===== config.mk =====
export PLATFORM = sky130hd
export DESIGN_NAME = fib_age_arb
export DESIGN_NICKNAME = d
export VERILOG_FILES = /design/src/rtl/fib_age_arb_pkg.sv /design/src/rtl/fib_age_arb.sv
export SDC_FILE = /design/constraint.sdc
export NUM_CORES = 1
export LEC_CHECK = 0
export CORE_MARGIN = 2
export CORE_UTILIZATION = 36
export DETAILED_ROUTE_END_ITERATION = 10
export HOLD_SLACK_MARGIN = 0.03
export PLACE_DENSITY = 0.83
export SLEW_MARGIN = 5
export SYNTH_ARGS = -nofsm -noshare
export SYNTH_HDL_FRONTEND = slang
export SYNTH_SLANG_ARGS = --single-unit

===== constraint.sdc =====
create_clock -name clk -period 3.1 [get_ports clk]
set_input_delay 0.465 -clock clk [delete_from_list [all_inputs] [get_ports clk]]
set_output_delay 0.465 -clock clk [all_outputs]
set_load 0.02 [all_outputs]

===== src/rtl/fib_age_arb_pkg.sv =====
// Shared FIB table geometry: address/entry widths, sweep depth and the age field placement.
package fib_age_arb_pkg;
  localparam int FIB_ASZ      = 8;
  localparam int FIB_ENTRIES  = 256;
  localparam int FIB_ENTRY_SZ = 64;
  localparam int FIB_AGE_LO   = 60;
  localparam int FIB_AGE_HI   = 63;
  localparam int FIB_AGE_W    = FIB_AGE_HI - FIB_AGE_LO + 1;
  localparam int FIB_MAX_AGE  = (1 << FIB_AGE_W) - 1;
endpackage


===== src/rtl/fib_age_arb.sv =====
// FIB RAM port owner: lookup accesses take strict priority; a background sweeper
// decrements non-zero entry ages with read-modify-write on idle port cycles.
module fib_age_arb
  import fib_age_arb_pkg::*;
#(
  parameter int ASZ     = FIB_ASZ,
  parameter int ENTRIES = FIB_ENTRIES,
  parameter int ESZ     = FIB_ENTRY_SZ,
  parameter int AGE_LO  = FIB_AGE_LO,
  parameter int AGE_W   = FIB_AGE_W
) (
  input  logic           clk,
  input  logic           reset,
  input  logic           lk_rd_en,
  input  logic           lk_wr_en,
  input  logic [ASZ-1:0] lk_addr,
  input  logic [ESZ-1:0] lk_wdata,
  output logic [ESZ-1:0] lk_rdata,
  input  logic           age_tick,
  output logic           age_busy,
  output logic           age_done,
  output logic           age_overrun,
  output logic           ft_rd_en,
  output logic           ft_wr_en,
  output logic [ASZ-1:0] ft_addr,
  output logic [ESZ-1:0] ft_wdata,
  input  logic [ESZ-1:0] ft_rdata
);

  localparam logic [3:0] IDLE = 4'b0001;
  localparam logic [3:0] RD   = 4'b0010;
  localparam logic [3:0] MOD  = 4'b0100;
  localparam logic [3:0] WB   = 4'b1000;
  localparam logic [ASZ-1:0] LAST = ASZ'(ENTRIES - 1);

  logic [3:0]       state;
  logic [3:0]       state_nxt;
  logic [ASZ-1:0]   ctr;
  logic             pend;
  logic [ESZ-1:0]   hold;
  logic             age_done_q;
  logic             age_overrun_q;
  logic             port_free;
  logic             last;
  logic             hazard;
  logic             start;
  logic             sw_adv;
  logic             sw_rd;
  logic             sw_wr;
  logic [AGE_W-1:0] age_in;

  // Reset also withholds the port so an in-flight write-back is never issued.
  assign port_free = ~(lk_rd_en | lk_wr_en) & ~reset;
  assign age_in    = ft_rdata[AGE_LO +: AGE_W];
  assign last      = (ctr == LAST);
  assign hazard    = lk_wr_en & (lk_addr == ctr) & (state[2] | state[3]);
  assign start     = state[0] & age_tick & ~age_done_q;

  always_ff @(posedge clk) begin
    if (reset) begin
      state <= IDLE;
    end else begin
      state <= state_nxt;
    end
  end

  always_comb begin
    state_nxt = state;
    sw_adv    = 1'b0;
    if (state[0]) begin
      if (start) state_nxt = RD;
    end else if (state[1]) begin
      if (port_free) state_nxt = MOD;
    end else if (state[2]) begin
      state_nxt = WB;
    end else if (state[3]) begin
      if (!pend || port_free) begin
        sw_adv    = 1'b1;
        state_nxt = last ? IDLE : RD;
      end
    end
  end

  always_comb begin
    sw_rd    = state[1] & port_free;
    sw_wr    = state[3] & pend & port_free;
    age_busy = ~state[0] & ~reset;
  end

  always_ff @(posedge clk) begin
    if (reset) begin
      ctr           <= '0;
      pend          <= 1'b0;
      age_done_q    <= 1'b0;
      age_overrun_q <= 1'b0;
    end else begin
      age_done_q    <= sw_adv & last;
      // A tick in the age_done cycle is treated as arriving during the sweep.
      age_overrun_q <= age_tick & (~state[0] | age_done_q);
      if (start) begin
        ctr <= '0;
      end else if (sw_adv && !last) begin
        ctr <= ctr + 1'b1;
      end
      if (state[2]) begin
        pend <= (age_in != '0) & ~hazard;
      end else if (state[3] && hazard) begin
        pend <= 1'b0;
      end
    end
  end

  always_ff @(posedge clk) begin
    if (state[2]) begin
      hold                   <= ft_rdata;
      hold[AGE_LO +: AGE_W]  <= age_in - AGE_W'(1);
    end
  end

  always_comb begin
    ft_rd_en = lk_rd_en;
    ft_wr_en = lk_wr_en;
    ft_addr  = lk_addr;
    ft_wdata = lk_wdata;
    if (sw_rd) begin
      ft_rd_en = 1'b1;
      ft_addr  = ctr;
    end else if (sw_wr) begin
      ft_wr_en = 1'b1;
      ft_addr  = ctr;
      ft_wdata = hold;
    end
  end

  assign lk_rdata    = ft_rdata;
  assign age_done    = age_done_q;
  assign age_overrun = age_overrun_q;

endmodule

==> impl_metrics.py, run 1 <==
metrics = {
    "worst_setup_path": {
        "crit_chain": "clkdlybuf4s50_1 -> nor3_4 -> nand3_1 -> nor2_4 -> buf_12 -> mux2_1 -> clkdlybuf4s50_1",
        "crit_fanout": 17,
        "critPathArrivalTime_ps": 2550,
        "crit_path_end_kind": "primary output",
        "max_stage_delay_ps": 540,
        "crit_required_ps": 2630,
        "path_common_cell": "clkdlybuf4s50_1",
        "slowest_stage": "clkdlybuf4s50_1",
        "crit_type": "in2out",
        "crit_path_start_kind": "primary input",
    },
    "finish": {
        "diodes": 0,
        "fillCellCount": 881,
        "syn2layout_area_growth_pct": 66.8,
        "final_util_pct": 61.9,
        "layoutNonFillerInstCount": 693,
        "drive_gt1_share_pct": 7.45,
        "regArea_um2": 2230,
        "nNetsFinal": 688,
        "multiInputGateArea_um2": 1420,
    },
    "placement": {
        "numPlacedInstances": 675,
        "io_buffers": 281,
        "dp_slack_ps": -26.7,
        "place.gp.congestion": 0.850,
        "hpwl_um": 10300,
    },
    "sta": {
        "setup_ws_ps": 87.1,
        "maxSlewViolCount": 0,
        "relSlewSlack_pct": 38.1,
        "max_clock_freq_mhz": 332,
        "worstMarginPinSlew_ps": 929,
        "fin_crit_ps": 3010,
        "rsz0062_at_grt": "false",
        "setup_viol": 0,
        "timing.setup.tns_ps": 0,
        "finalHoldViolCount": 0,
        "skew_ps": 5.20,
        "fin_crit_sh_pct": 97.2,
    },
    "detailed_routing": {
        "drcViolationCount": 0,
        "vias_per_cell": 4.75,
        "routed_wirelength_um": 13100,
        "dr.pass1.iters": 4,
        "vias": 3289,
        "ant_nets": 0,
        "wl_per_cell_um": 19.0,
        "dr.first_iter.drc_count": 111,
    },
    "job": {
        "max_cap_violations": 0,
    },
    "grt": {
        "grt_usage_pct": 19.2,
        "first_global_vias": 3365,
        "grt_overflow": 0,
        "grt_max_degree": 72,
        "antenna_found_initial": 0,
        "grt_pass1_wl_um": 18700,
    },
    "clocking": {
        "clk_path_buf_depth": 2,
        "insertion_delay_ps": 320,
        "cts_sinks": 79,
        "htree_levels": 3,
        "root_buffer": "clkbuf_16",
        "tritoncts.num_buffers": 9,
        "cts_tree": "yes",
        "clk_pin_slew_ps": 60,
    },
    "pwr": {
        "cellLeakagePower_nw": 2.85,
        "power.density_nw_per_um2": 378,
        "total_power_mw": 2.69,
        "ir_drop_v": 0.000222,
    },
    "logic_synthesis": {
        "netlist_instances": 323,
        "synth_seq_area_share_pct": 52.2,
        "syn_area_per_cell_um2": 13.2,
        "async_flop_share_pct": 0,
        "syn_nets": 466,
        "yosysWarnings": 0,
        "syn_area_um2": 4260,
        "yosys_register_bits": 79,
        "synth_cell_types": 44,
        "ys.flop_type": "edfxtp_1",
        "synth_edf_count": 64,
    },
    "die": {
        "die_w_um": 113,
        "die_h_um": 113,
        "die_area_um2": 12700,
        "start_util_pct": 37.1,
        "io_pins": 282,
        "core_um2": 11500,
        "rows": 39,
    },
    "status": {
        "status": "complete, no violations",
    },
    "worst_hold_path": {
        "hold_path.class": "reg2reg",
    },
}
state kept, by name, summed over array words and instances, names as in the netlist:
signal / count
age_done: 1
age_overrun: 1
ctr: 8
hold: 64
pend: 1
state: 4
power breakdown:
| group | switching, mW | internal, mW |
|---|---|---|
| logic | 0.243 | 0.337 |
| clock network | 0.381 | 0.538 |
| registers | 0.0204 | 1.17 |
| total | 0.645 | 2.04 |
cell usage after synthesis, drive strengths merged (2+ instances only):
| cell type | n | area (um^2) |
|---|---|---|
| nor3 | 5 | 51.3 |
| buf | 75 | 577 |
| or3 | 4 | 30.0 |
| or2 | 2 | 12.5 |
| a211oi | 2 | 15.0 |
| xnor2 | 4 | 35.0 |
| clkbuf | 4 | 15.0 |
| o21ai | 7 | 35.0 |
| nand4 | 3 | 18.8 |
| mux2 | 72 | 811 |
| nand2 | 6 | 22.5 |
| nor2 | 11 | 48.8 |
| nor4 | 2 | 27.5 |
| o31ai | 2 | 15.0 |
| nand3 | 7 | 35.0 |
| edfxtp | 64 | 1920 |
| a21oi | 9 | 45.0 |
| dfxtp | 15 | 300 |
| nand2b | 2 | 12.5 |
| ha | 2 | 25.0 |
| xor2 | 7 | 61.3 |
| nor2b | 2 | 12.5 |
| inv | 5 | 18.8 |
cells in the final DEF, fill, tap and decap left out, types with 2 or more instances in the layout:
master / synthesis / routed
buf_4: 64 / 6
clkdlybuf4s50_1: 0 / 220
a211oi_1: 2 / 2
nand4_1: 3 / 3
xor2_1: 7 / 7
nor3_2: 3 / 3
nand3_1: 7 / 7
or2_2: 2 / 2
nand2b_1: 2 / 2
inv_1: 5 / 5
nand2_1: 6 / 6
or3_1: 3 / 3
buf_12: 0 / 2
clkbuf_1: 4 / 4
dlymetal6s2s_1: 0 / 41
xnor2_1: 4 / 4
clkbuf_16: 0 / 10
a21oi_1: 9 / 9
mux2_2: 8 / 8
ha_1: 2 / 2
nor2b_1: 2 / 2
clkinv_2: 0 / 2
dlygate4sd2_1: 0 / 20
o21ai_0: 6 / 6
nor2_1: 10 / 10
dfxtp_1: 15 / 14
mux2_1: 64 / 64
edfxtp_1: 64 / 64
o31ai_1: 2 / 2
per-layer routing:
layer | GRT usage [%] | share of wire, %
met1 | 21.5 | 37
met2 | 36.8 | 56
met3 | 3.64 | 6.0
met4 | 5.53 | 1.0
met5 | 0 | 0
final cells by class:
type / instances / area share [%]
clock buffer: 13 / 3.38
clock inverter: 3 / 0.194
inverter: 5 / 0.264
multi-input combinational: 160 / 20.0
sequential: 79 / 31.3
tap: 143 / 2.52
timing repair buffer: 290 / 42.2
worst paths after layout:
| kind | end | start | slack [ps] | cells past startpoint |
|---|---|---|---|---|
| max | ft_wdata[4] | lk_rd_en | 90 | 7 |
| min | age_overrun | age_done | 540 | 2 |
| max reg2reg | ctr[7] | state[2] | 1150 | 4 |
| min reg2reg | age_overrun | age_done | 540 | 2 |
cell families (layout without fill, tap and decap cells):
kind of cell / after synthesis / count (layout) / synth area share [%]
multiplexers: 73 / 73 / 19.3
adder cells (fa/ha/maj): 2 / 2 / 0.588
AND/OR/NAND/NOR: 48 / 48 / 7.44
flip-flops: 79 / 79 / 52.2
XOR/XNOR: 11 / 11 / 2.26
AO/OA/AOI/OAI: 26 / 26 / 3.88
buffers and inverters: 84 / 311 / 14.3
through the flow:
stage	hold slack, ps	area [um^2]
after detailed placement	531	6740
final	544	7100
after global routing	581	7100
after floorplan	499	4260
after global placement	527	6740
after CTS	545	6970
what timing repair did:
item | in CTS | in global routing
resized for setup | 20 | 41
buffers inserted | 0 | 1
endpoints found under the hold margin | 0 | 0
setup endpoints to repair | 20 | 44
hold buffers | 0 | 0
cloned | 0 | 1
worst max-delay path, delay by kind of cell:
family                 cells  cell delay (ps)
buffers and inverters      3             1190
multiplexers               1              330
AND/OR/NAND/NOR            3              540
Power figures use the tool's default switching activity.
==> run 2: changes to the inputs <==
CTS_CLUSTER_SIZE = 30   (was unset)
clock period = 2.91 ns   (was 3.1 ns; I/O delays follow)
==> impl_metrics.py, run 2 (synthesized netlist as in run 1, its figures left out) <==
metrics = {
    "status": {
        "status": "complete, no violations",
    },
    "detailed_routing": {
        "dr.first_iter.drc_count": 99,
        "routed_wirelength_um": 13100,
        "dr.pass1.iters": 4,
        "vias": 3357,
        "ant_nets": 0,
        "wl_per_cell_um": 18.9,
        "drcViolationCount": 0,
        "vias_per_cell": 4.83,
    },
    "worst_setup_path": {
        "crit_chain": "clkdlybuf4s50_1 -> nor3_4 -> nand3_2 -> nor2_4 -> buf_12 -> buf_12 -> mux2_1 -> dlygate4sd2_1",
        "crit_required_ps": 2470,
        "crit_type": "in2out",
        "crit_buf_inv": 4,
        "crit_path_end_kind": "primary output",
        "critPathArrivalTime_ps": 2380,
        "slowest_stage": "clkdlybuf4s50_1",
        "cpLargestDelayFamily": "buffers and inverters",
        "crit_path_start_kind": "primary input",
        "max_stage_delay_ps": 460,
        "path_common_cell": "buf_12",
        "crit_fanout": 15,
    },
    "sta": {
        "rsz0062_at_grt": "false",
        "finalHoldViolCount": 0,
        "maxSlewViolCount": 0,
        "max_clock_freq_mhz": 355,
        "setup_viol": 0,
        "relSlewSlack_pct": 61.5,
        "holdWs_ps": 540,
        "skew_ps": 4.80,
        "worstMarginPinSlew_ps": 578,
        "fin_crit_ps": 2820,
        "fin_crit_sh_pct": 96.8,
    },
    "pwr": {
        "power.density_nw_per_um2": 422,
        "p_int_mw": 2.24,
        "total_power_mw": 2.95,
        "ir_drop_v": 0.000236,
        "clkPwrFrac_pct": 36.8,
        "power_frac_comb_pct": 20.5,
        "swShare_pct": 24.0,
        "seq_power_share_pct": 42.8,
        "cellLeakagePower_nw": 2.62,
        "power.switching_uw": 708,
    },
    "die": {
        "die_area_um2": 12700,
        "die_w_um": 113,
        "start_util_pct": 37.1,
        "rows": 39,
        "die_h_um": 113,
        "io_pins": 282,
        "core_um2": 11500,
    },
    "worst_hold_path": {
        "hold_path.class": "reg2reg",
    },
    "finish": {
        "multiInputGateArea_um2": 1430,
        "final_util_pct": 60.9,
        "final_common_cell": "clkdlybuf4s50_1",
        "drive_gt1_share_pct": 11.2,
        "syn2layout_area_growth_pct": 64.0,
        "nNetsFinal": 690,
        "largest_register_ffs": 64,
        "fillCellCount": 919,
        "top_register": "hold",
        "regArea_um2": 2230,
        "final_cell_mix": "209 x clkdlybuf4s50_1, 64 x mux2_1, 64 x edfxtp_1",
        "diodes": 0,
        "largestRegisters": "hold x64, ctr x8, state x4",
    },
    "placement": {
        "hpwl_um": 10400,
        "io_buffers": 281,
        "place.gp.congestion": 0.846,
    },
    "grt": {
        "antenna_found_initial": 0,
        "grt_max_degree": 46,
        "grt_overflow": 0,
        "grt_pass1_wl_um": 19600,
        "grt_usage_pct": 20.2,
        "first_global_vias": 3472,
    },
    "clocking": {
        "cts_sinks": 79,
        "clk_pin_slew_ps": 60,
        "insertion_delay_ps": 320,
        "cts_tree": "yes",
        "htree_levels": 3,
        "root_buffer": "clkbuf_16",
        "clk_path_buf_depth": 2,
        "tritoncts.num_buffers": 9,
    },
    "job": {
        "max_cap_violations": 0,
    },
}
## run 2: path summary, 6_finish.rpt
kind              startpoint      endpoint  slack [ps]  depth (start not counted)
hold / removal      age_done   age_overrun         540                          2
hold reg to reg     age_done   age_overrun         540                          2
setup reg to reg      ctr[0]        ctr[5]        1140                          5
setup / recovery    lk_rd_en  ft_wdata[57]          90                          8
## run 2: through the flow
| step | cells | setup slack (ps) | cell area, um^2 | TNS (ps) |
|---|---|---|---|---|
| after floorplan | 323 | 340 | 4260 | 0 |
| after global placement | 676 | -132 | 6750 | -5860 |
| after detailed placement | 676 | -166 | 6750 | -7760 |
| after CTS | 694 | 0.935 | 7040 | 0 |
| after global routing | 695 | 21.0 | 6980 | 0 |
| final | 695 | 93.7 | 6980 | 0 |
## run 2: final cells by class
class	count	area share (%)
flip-flops and latches	79	31.9
repair buffers	292	40.7
well taps	143	2.56
clock buffers	9	3.23
multi-input cells	160	20.5
clock inverters	7	0.914
inverters	5	0.269
## run 2: layer usage
metal  vias to the layer above  share of wire, %  global-route usage, %  routed length, um
li1                       1556                 -                      -                  -
met1                      1620                37                   22.6               4880
met2                       154                54                   37.4               7060
met3                        27               6.4                   4.18                840
met4                         0               2.7                   7.80                349
met5                         -                 0                      0                  0
## run 2: power groups by stage
stage	Clock, mW	Sequential (mW)	Combinational, mW
after CTS	1.11	1.26	0.616
after floorplan	0	1.28	0.279
final	1.08	1.26	0.604
after detailed placement	0	1.28	0.643
after global routing	1.16	1.26	0.634
after global placement	0	1.28	0.635
## run 2: tightest hold or removal path: stages (launching register included)
cell	delay [ps]
dfxtp_1	330
nor2b_1	110
nor3b_1	50
## run 2: timing repair
| item | 4_1_cts | 5_1_grt |
|---|---|---|
| hold buffers | 0 | 0 |
| resized for setup | 93 | 23 |
| buffers inserted | 1 | 1 |
| pin swaps | 0 | 0 |
| setup endpoints to repair | 65 | 22 |
| gates cloned | 1 | 0 |
==> run 3: changes to the inputs <==
TNS_END_PERCENT = 10   (was unset)
==> impl_metrics.py, run 3 (synthesized netlist as in run 1, its figures left out) <==
metrics = {
    "status": {
        "status": "complete, no violations",
    },
    "die": {
        "io_pins": 282,
        "core_um2": 11500,
        "die_w_um": 113,
        "die_h_um": 113,
        "rows": 39,
        "start_util_pct": 37.1,
        "die_area_um2": 12700,
    },
    "finish": {
        "syn2layout_area_growth_pct": 64.0,
        "fillCellCount": 920,
        "final_cell_mix": "209 x clkdlybuf4s50_1, 64 x mux2_1, 64 x edfxtp_1",
        "nNetsFinal": 687,
        "final_common_cell": "clkdlybuf4s50_1",
        "top_register": "hold",
        "regArea_um2": 2230,
        "largestRegisters": "hold x64, ctr x8, state x4",
        "multiInputGateArea_um2": 1420,
        "drive_gt1_share_pct": 7.83,
        "final_util_pct": 60.9,
        "largest_register_ffs": 64,
        "diodes": 0,
    },
    "clocking": {
        "cts_sinks": 79,
        "root_buffer": "clkbuf_16",
        "htree_levels": 3,
        "clk_pin_slew_ps": 60,
        "cts_tree": "yes",
        "tritoncts.num_buffers": 9,
        "insertion_delay_ps": 320,
        "postCtsSetupRepairBufs": 0,
        "clk_path_buf_depth": 2,
    },
    "placement": {
        "place.gp.congestion": 0.846,
        "io_buffers": 281,
        "dp_slack_ps": -166,
        "hpwl_um": 10400,
    },
    "worst_setup_path": {
        "cpLargestDelayFamily": "buffers and inverters",
        "crit_path_end_kind": "primary output",
        "max_stage_delay_ps": 460,
        "slowest_stage": "clkdlybuf4s50_1",
        "critPathArrivalTime_ps": 2400,
        "cp.depth": 7,
        "crit_fanout": 34,
        "r2r-end": "ctr[5]",
        "reg2reg_from": "ctr[0]",
        "reg2regPathDepth": 5,
        "crit_chain": "clkdlybuf4s50_1 -> nor3_4 -> nand3_1 -> nor2_4 -> buf_12 -> mux2_1 -> dlygate4sd2_1",
        "crit_required_ps": 2470,
        "crit_type": "in2out",
        "crit_path_start_kind": "primary input",
        "reg2reg_slack_ps": 1150,
        "crit_buf_inv": 3,
        "endpoint": "ft_wdata[6]",
        "cp-startpoint": "lk_rd_en",
    },
    "pwr": {
        "ir_drop_v": 0.000238,
        "total_power_mw": 2.95,
        "cellLeakagePower_nw": 2.61,
        "power.density_nw_per_um2": 423,
    },
    "sta": {
        "setup_viol": 0,
        "rsz0062_at_grt": "true",
        "setup_ws_ps": 73.7,
        "skew_ps": 6.07,
        "finalHoldViolCount": 0,
        "timing.setup.tns_ps": 0,
        "max_clock_freq_mhz": 353,
        "fin_crit_ps": 2840,
        "worstMarginPinSlew_ps": 575,
        "maxSlewViolCount": 0,
        "relSlewSlack_pct": 61.6,
        "fin_crit_sh_pct": 97.5,
        "holdWs_ps": 538,
    },
    "detailed_routing": {
        "ant_nets": 0,
        "vias": 3326,
        "wl_per_cell_um": 18.6,
        "vias_per_cell": 4.81,
        "routed_wirelength_um": 12900,
        "dr.pass1.iters": 4,
        "drcViolationCount": 0,
        "dr.first_iter.drc_count": 83,
    },
    "grt": {
        "grt_usage_pct": 19.7,
        "grt_overflow": 0,
        "first_global_vias": 3446,
        "grt_max_degree": 46,
        "grt_pass1_wl_um": 19300,
        "antenna_found_initial": 0,
    },
    "worst_hold_path": {
        "min_from": "age_done",
        "hold_path.class": "reg2reg",
    },
    "job": {
        "max_cap_violations": 0,
    },
}
## run 3: routing by layer
metal,global-route usage [%],part of all wire (%)
met5,0,0
met4,7.48,2.2
met3,4.18,6.5
met2,36.8,54
met1,22.0,37
## run 3: worst min-delay path by stage
| stage | depth (start not counted) | endpoint | slack (ps) |
|---|---|---|---|
| after floorplan | 2 | ctr[1] | 500 |
| after global placement | 2 | ctr[1] | 530 |
| after detailed placement | 2 | age_overrun | 530 |
| after CTS | 2 | age_overrun | 540 |
| after global routing | 2 | age_overrun | 580 |
| final | 2 | age_overrun | 540 |
## run 3: where the power goes
part	internal (mW)	total, mW	switching, mW
Sequential	1.24	1.26	0.0156
Combinational	0.342	0.606	0.264
Clock	0.656	1.09	0.431
Total	2.24	2.95	0.711
## run 3: repair_timing
item	in CTS	in global routing
hold buffers	0	0
hold endpoints to repair	0	0
gates cloned	0	0
resized for setup	65	15
pin swaps	0	0
endpoints found under the setup margin	65	16
## run 3: worst min-delay path: cells and delay by family, from the launching register on
family,cells,cell delay [ps]
DFF,1,330
and+or+nand+nor,2,160
## run 3: area by class of cell
class | instances | share of cell area (%)
multi-input cells | 160 | 20.4
clock buffers | 9 | 3.23
inverters | 5 | 0.269
repair buffers | 289 | 40.7
flip-flops and latches | 79 | 31.9
clock inverters | 7 | 0.914
well taps | 143 | 2.56
## run 3: metrics by stage
step / cells / instance area [um^2]
floorplan: 323 / 4260
global placement: 676 / 6750
detailed placement: 676 / 6750
CTS: 692 / 6950
global route: 692 / 6980
finish: 692 / 6980
